File: src/rtl/modulo_mux_scan.sv
// Registered N:1 mux with inverted select mapping, plus an auto-scan mode that
// dwells DWELL enabled cycles on each channel and wraps at N_INPUTS-1.
module modulo_mux_scan #(
    parameter int N_INPUTS = 16,
    parameter int SEL_W    = 4,
    parameter int DWELL    = 4
) (
    input  logic                clk,
    input  logic                reset,
    input  logic [N_INPUTS-1:0] input_e,
    input  logic [SEL_W-1:0]    input_sel,
    input  logic                mode,
    input  logic                enable,
    input  logic                load,
    output logic                out,
    output logic [SEL_W-1:0]    cur_sel,
    output logic                valid,
    output logic                wrap,
    output logic                sel_err
);

    localparam logic [1:0] IDLE   = 2'd0;
    localparam logic [1:0] MANUAL = 2'd1;
    localparam logic [1:0] SCAN   = 2'd2;

    localparam int              CNT_W      = 8;
    localparam logic [CNT_W-1:0] DWELL_LAST = CNT_W'(DWELL - 1);
    localparam logic [SEL_W-1:0] LAST_SEL   = SEL_W'(N_INPUTS - 1);
    localparam logic [SEL_W:0]   N_LIMIT    = (SEL_W + 1)'(N_INPUTS);

    logic [1:0]           state;
    logic [CNT_W-1:0]     dwell_cnt;
    logic [2**SEL_W-1:0]  e_pad;
    logic [SEL_W-1:0]     sample_idx;
    logic                 sample_bit;
    logic                 sel_ok;
    logic                 take_sel;
    logic [CNT_W-1:0]     eff_cnt;
    logic                 dwell_done;
    logic                 at_last;

    // Reverse the inputs once so index k reads input_e[N-1-k]; slots past
    // N_INPUTS read as 0, which gives out=0 for an out-of-range index for free.
    for (genvar g = 0; g < 2**SEL_W; g++) begin : g_map
        if (g < N_INPUTS) begin : g_in
            assign e_pad[g] = input_e[N_INPUTS-1-g];
        end else begin : g_pad
            assign e_pad[g] = 1'b0;
        end
    end

    // Manual mode and scan loads sample input_sel; free-running scan samples the pointer.
    assign take_sel   = !mode || load;
    assign sample_idx = take_sel ? input_sel : cur_sel;
    assign sample_bit = e_pad[sample_idx];
    assign sel_ok     = {1'b0, sample_idx} < N_LIMIT;

    // Arriving in SCAN from any other state starts a fresh dwell on the kept pointer.
    assign eff_cnt    = (state == SCAN) ? dwell_cnt : '0;
    assign dwell_done = eff_cnt == DWELL_LAST;
    assign at_last    = cur_sel >= LAST_SEL;

    always_ff @(posedge clk) begin
        if (reset) begin
            state     <= IDLE;
            out       <= 1'b0;
            cur_sel   <= '0;
            dwell_cnt <= '0;
            valid     <= 1'b0;
            wrap      <= 1'b0;
            sel_err   <= 1'b0;
        end else if (!enable) begin
            valid <= 1'b0;
            wrap  <= 1'b0;
        end else begin
            state   <= mode ? SCAN : MANUAL;
            valid   <= 1'b1;
            wrap    <= 1'b0;
            out     <= sample_bit;
            sel_err <= !sel_ok;
            if (take_sel) begin
                cur_sel   <= input_sel;
                dwell_cnt <= '0;
            end else if (dwell_done) begin
                dwell_cnt <= '0;
                // A pointer parked out of range by a load also returns to 0.
                if (at_last) begin
                    cur_sel <= '0;
                    wrap    <= 1'b1;
                end else begin
                    cur_sel <= cur_sel + 1'b1;
                end
            end else begin
                dwell_cnt <= eff_cnt + 1'b1;
            end
        end
    end

endmodule

File: config.mk
export PLATFORM = sky130hd
export DESIGN_NAME = modulo_mux_scan
export DESIGN_NICKNAME = d
export VERILOG_FILES = /design/src/rtl/modulo_mux_scan.sv
export SDC_FILE = /design/constraint.sdc
export NUM_CORES = 1
export LEC_CHECK = 0
export CORE_ASPECT_RATIO = 1.25
export CORE_UTILIZATION = 47
export CTS_CLUSTER_SIZE = 24
export DETAILED_ROUTE_END_ITERATION = 8
export GPL_TIMING_DRIVEN = 0
export PLACE_DENSITY_LB_ADDON = 0.25
export SKIP_CTS_REPAIR_TIMING = 1
export SYNTH_ARGS = -nofsm -noshare
export SYNTH_HDL_FRONTEND = slang
export SYNTH_SLANG_ARGS = --single-unit
File: constraint.sdc
create_clock -name clk -period 3.08 [get_ports clk]
set_input_delay 0.308 -clock clk [delete_from_list [all_inputs] [get_ports clk]]
set_output_delay 0.308 -clock clk [all_outputs]
set_load 0.1 [all_outputs]
==> flow_summary.json, run 1 <==
{
  "status": "finished clean",
  "setup_viol": 0,
  "fp.dieW_um": 45.9,
  "num_rows": 19,
  "tritoncts": "yes",
  "syn-num-nets": 169,
  "yosysMostFrequentCell": "dfxtp_1",
  "finalClockSkew_ps": 13.7,
  "synth_cells": 142,
  "final-max-slew-violation-count": 0,
  "cpMaxStageDelayCell": "a2111o_1",
  "ir_drop_uv": 340,
  "crit_type": "register to register",
  "dpl.cell_count": 203,
  "die_h_um": 56.9,
  "cp-start-kind": "register",
  "routed_wl_um": 2690,
  "yosysSeqAreaShare_pct": 30.1,
  "grt_pass1_wl_um": 4400,
  "fin_hold_ws_ps": 362,
  "min_path_type": "primary input to register",
  "synth-edff-count": 0,
  "slew-limit-headroom_pct": 35.1,
  "antenna_found_initial": 0,
  "clkSinkCount": 17,
  "cts_made_buffers": 3,
  "critPathArrivalTime_ps": 2600,
  "start_util_pct": 50.7,
  "dr.pass1.iters": 4,
  "fin_util_pct": 67.1,
  "area_growth_pct": 32.4,
  "root_buffer": "clkbuf_4",
  "drc_errors": 0,
  "coreArea_um2": 2230,
  "worst_pin_slew_ps": 970,
  "layout-drive-gt1-share_pct": 7.95,
  "stdcell_count": 207,
  "critPathCaptureType": "register",
  "synth_top_cell_area_share_pct": 30.1,
  "crit_chain": "nor2b_1 -> and2_1 -> ha_1 -> a2111o_1 -> or2_1 -> or3b_2 -> a21oi_1",
  "max_freq_ghz": 0.420,
  "wl_per_cell_um": 13.0,
  "grtUsageTotal_pct": 22.7,
  "async_flop_share_pct": 0,
  "vias": 1189,
  "crit_fanout": 7,
  "first_iter_violations": 10,
  "ctsLongestPathBuffers": 2,
  "synth_area_leaders": "dfxtp_1, a21oi_1, nand2_1",
  "overflow": 0,
  "fillers": 216,
  "yosysTopAreaCell": "dfxtp_1",
  "dieArea_um2": 2610,
  "clk_pin_slew_ps": 110,
  "antenna_cells": 0,
  "htreeDepth": 1,
  "period_needed_ps": 2380,
  "power_density_nw_per_um2": 355,
  "ff2ff_path_depth": 7,
  "tns_ps": 0,
  "p_leak_nw": 0.583,
  "min_period_over_period_pct": 77.2,
  "synth_seq_cells": 17,
  "clock_latency_ps": 300,
  "synth_ff_type": "dfxtp_1",
  "viasPerCell": 5.74,
  "postRouteAntennaNets": 0,
  "cap_violations": 0,
  "grt_pass1_vias": 1117,
  "rsz0062_at_grt": "no",
  "hold_depth": 2,
  "ys.warnings.count": 0,
  "max_stage_delay_ps": 480,
  "port_buffers": 30,
  "globalplace.congestion": 0.891,
  "io_pins": 33,
  "grt_start_max_net_pins": 11,
  "syn_area_per_cell_um2": 7.97,
  "hold_viol": 0,
  "dp_hpwl_um": 2180,
  "worstPathRequired_ps": 3300,
  "final_nets": 204,
  "synth_area_um2": 1130,
  "synth_common_cells": "dfxtp_1, nand2_1, a21oi_1, nor2_1, o21ai_0",
  "synthDistinctLibCells": 46
}
-- through the flow --
stage	cell area [um^2]	worst slack [ps]	power [W]
finish	1500	701	0.000532
global route	1500	575	0.000551
CTS	1500	683	0.000536
detailed placement	1470	464	0.000414
global placement	1470	535	0.000410
floorplan	1130	486	0.000353
-- state kept, by name, summed over array words and instances (netlist names) --
| register | count |
|---|---|
| valid | 1 |
| dwell_cnt | 8 |
| cur_sel | 4 |
| state | 2 |
| out | 1 |
| wrap | 1 |
-- cells by family after synthesis --
| group | Yosys count | synth area share, % |
|---|---|---|
| and+or+nand+nor | 60 | 30.8 |
| AOI/OAI and AO/OA | 43 | 24.0 |
| DFF | 17 | 30.1 |
| buffers and inverters | 13 | 5.97 |
| muxes | 6 | 6.63 |
| adders and majority gates | 2 | 2.21 |
| other | 1 | 0.331 |
-- power breakdown --
part / total, W / leakage [nW] / internal, W / switching, W
clock network: 0.000123 / 0.0177 / 0.0000484 / 0.0000742
logic: 0.000171 / 0.427 / 0.0000685 / 0.000103
registers: 0.000238 / 0.139 / 0.000228 / 0.00000914
-- cell type report --
cell class / instances / area [um^2] / area share [%]
multi-input cells: 112 / 724 / 48.3
inverters: 5 / 18.8 / 1.25
flip-flops and latches: 17 / 340 / 22.7
plain buffers: 8 / 48.8 / 3.26
well taps: 31 / 38.8 / 2.59
clock inverters: 1 / 5.00 / 0.334
clock buffers: 3 / 22.5 / 1.50
repair buffers: 30 / 300 / 20.0
-- worst max-delay path: cells and delay by family (launching register included) --
kind | cells | cell delay, ps
DFF | 1 | 340
and+or+nand+nor | 4 | 1090
adders and majority gates | 1 | 240
AOI/OAI and AO/OA | 2 | 640
-- routing by layer --
| layer | routed length, um | vias up | track usage [%] |
|---|---|---|---|
| li1 | - | 597 | - |
| met5 | 0 | - | 0 |
| met1 | 1100 | 554 | 24.9 |
| met4 | 53 | 0 | 10.5 |
| met3 | 80 | 5 | 1.93 |
| met2 | 1450 | 33 | 41.0 |
-- layout by cell type, fill, tap and decap left out, types with 3 or more instances in the layout --
master,synthesis,layout
clkbuf_1,5,5
mux2i_1,3,3
a31oi_1,4,4
clkdlybuf4s50_1,0,30
clkbuf_4,0,3
or3b_1,5,5
a211oi_1,5,5
o22ai_1,3,3
nor2_1,11,11
nand2_1,14,14
nand3_1,3,3
a21oi_1,11,11
inv_1,5,5
o21ai_0,10,10
dfxtp_1,17,17
and3_1,6,6
-- final timing paths --
check                             startpoint           end  slack [ps]
worst min register to register  dwell_cnt[6]  dwell_cnt[6]         480
worst max-delay path                state[1]  dwell_cnt[4]         700
worst min-delay path                   reset  dwell_cnt[1]         360
worst max register to register      state[1]  dwell_cnt[4]         700
(Power assumes the default switching activity.)
==> inputs of run 2 (changes only) <==
==> constraint.sdc (replaced) <==
create_clock -name clk -period 2.5 [get_ports clk]
set_input_delay 0.25 -clock clk [delete_from_list [all_inputs] [get_ports clk]]
set_output_delay 0.25 -clock clk [all_outputs]
set_load 0.1 [all_outputs]
==> flow_summary.json, run 2 (synthesized netlist as in run 1, its figures left out) <==
{
  "wl_per_cell_um": 12.2,
  "dr.pass1.iters": 4,
  "place_ws_ps": -14.8,
  "root_buffer": "clkbuf_4",
  "antenna_found_initial": 0,
  "ir_drop_uv": 320,
  "p_leak_nw": 0.584,
  "dp_hpwl_um": 2040,
  "tritoncts": "yes",
  "antenna_cells": 0,
  "worstPathRequired_ps": 2720,
  "coreArea_um2": 2230,
  "grtUsageTotal_pct": 22.6,
  "viasPerCell": 5.60,
  "fin_util_pct": 67.1,
  "critPathArrivalTime_ps": 2570,
  "hold_viol": 0,
  "status": "finished clean",
  "area_growth_pct": 32.5,
  "cp-start-kind": "register",
  "clk_pin_slew_ps": 90,
  "layout-drive-gt1-share_pct": 8.52,
  "power_density_nw_per_um2": 433,
  "critical-path-top-delay-family": "simple AND/OR/NAND/NOR gates",
  "rsz0062_at_grt": "no",
  "clock_latency_ps": 290,
  "path_buf_inv": 0,
  "largest_register_ffs": 8,
  "setup_ws_ps": 148,
  "ctsLongestPathBuffers": 2,
  "routed_wl_um": 2540,
  "p_sw_w": 0.000224,
  "drc_errors": 0,
  "first_iter_violations": 27,
  "slew-limit-headroom_pct": 35.5,
  "cpMaxStageDelayCell": "a2111o_1",
  "setup_viol": 0,
  "globalplace.congestion": 0.854,
  "cts_made_buffers": 3,
  "place_area_um2": 1470,
  "io_pins": 33,
  "max_freq_ghz": 0.425,
  "num_rows": 19,
  "dieArea_um2": 2610,
  "grt_start_max_net_pins": 11,
  "die_h_um": 56.9,
  "port_buffers": 30,
  "pwr-share-seq_pct": 45.0,
  "final_common_cell": "clkdlybuf4s50_1",
  "start_util_pct": 50.7,
  "top_register": "dwell_cnt",
  "max_stage_delay_ps": 470,
  "finalClockSkew_ps": 8.36,
  "fp.dieW_um": 45.9,
  "final_nets": 204,
  "worst_pin_slew_ps": 965,
  "min_period_over_period_pct": 94.1,
  "vias": 1159,
  "pwr-share-clk_pct": 22.8,
  "share_comb_of_total_power_pct": 32.2,
  "crit_chain": "nor2b_1 -> and2_1 -> ha_1 -> a2111o_1 -> or2_1 -> or3b_2 -> a21oi_1",
  "crit_type": "register to register",
  "reg.largest.list": "dwell_cnt x8, cur_sel x4, state x2",
  "p_int_w": 0.000425,
  "clkSinkCount": 17,
  "overflow": 0,
  "postRouteAntennaNets": 0,
  "critPathCaptureType": "register",
  "crit_fanout": 7,
  "htreeDepth": 1,
  "cap_violations": 0,
  "min_path_type": "primary input to register",
  "grt_pass1_wl_um": 4470,
  "final_cell_mix": "clkdlybuf4s50_1, dfxtp_1, nand2_1, nor2_1, a21oi_1",
  "grt_pass1_vias": 1109,
  "final-max-slew-violation-count": 0,
  "period_needed_ps": 2350,
  "fin_area_um2": 1500,
  "tns_ps": 0,
  "swShare_pct": 34.5
}
run 2: cell count changes in the layout (fill, tap and decap cells not counted):
cell and delta:
dfxtp_2 +1, dfxtp_1 -1
run 2: worst paths after layout:
path	cells after the start	endpoint	slack, ps	from
max	7	dwell_cnt[4]	150	state[1]
min	2	dwell_cnt[1]	310	reset
max reg2reg	7	dwell_cnt[4]	150	state[1]
min reg2reg	2	dwell_cnt[7]	470	dwell_cnt[7]
run 2: metrics by stage:
step	cells	power, W	hold WS, ps
finish	207	0.000649	312
global route	207	0.000683	370
CTS	207	0.000654	307
detailed placement	203	0.000508	458
global placement	203	0.000505	452
floorplan	142	0.000436	349
run 2: power groups by stage:
stage	logic (W)	clock network, W	registers (W)
after global placement	0.000206	0	0.000298
after detailed placement	0.000209	0	0.000299
after floorplan	0.0000822	0	0.000353
final	0.000209	0.000148	0.000293
after global routing	0.000225	0.000163	0.000294
after CTS	0.000210	0.000151	0.000292
run 2: worst register-to-register path, stage by stage, from the launching register on:
cell and delay (ps):
dfxtp_1 340, nor2b_1 160, and2_1 160, ha_1 250
a2111o_1 470, or2_1 290, or3b_2 450, a21oi_1 160
run 2: cell type report:
cell class / instances / area (um^2)
Multi-Input combinational cell: 112 / 724
Inverter: 5 / 18.8
Fill cell: 213 / 734
Tap cell: 31 / 38.8
Timing Repair Buffer: 30 / 300
Clock buffer: 3 / 22.5
Clock inverter: 1 / 5.00
Sequential cell: 17 / 342
Buffer: 8 / 48.8
run 2: routing by layer:
| layer | wire length (um) | up-vias | track usage [%] |
|---|---|---|---|
| li1 | - | 597 | - |
| met1 | 1140 | 520 | 27.0 |
| met2 | 1250 | 36 | 37.8 |
| met3 | 89 | 6 | 2.89 |
| met4 | 57 | 0 | 11.3 |
| met5 | 0 | - | 0 |
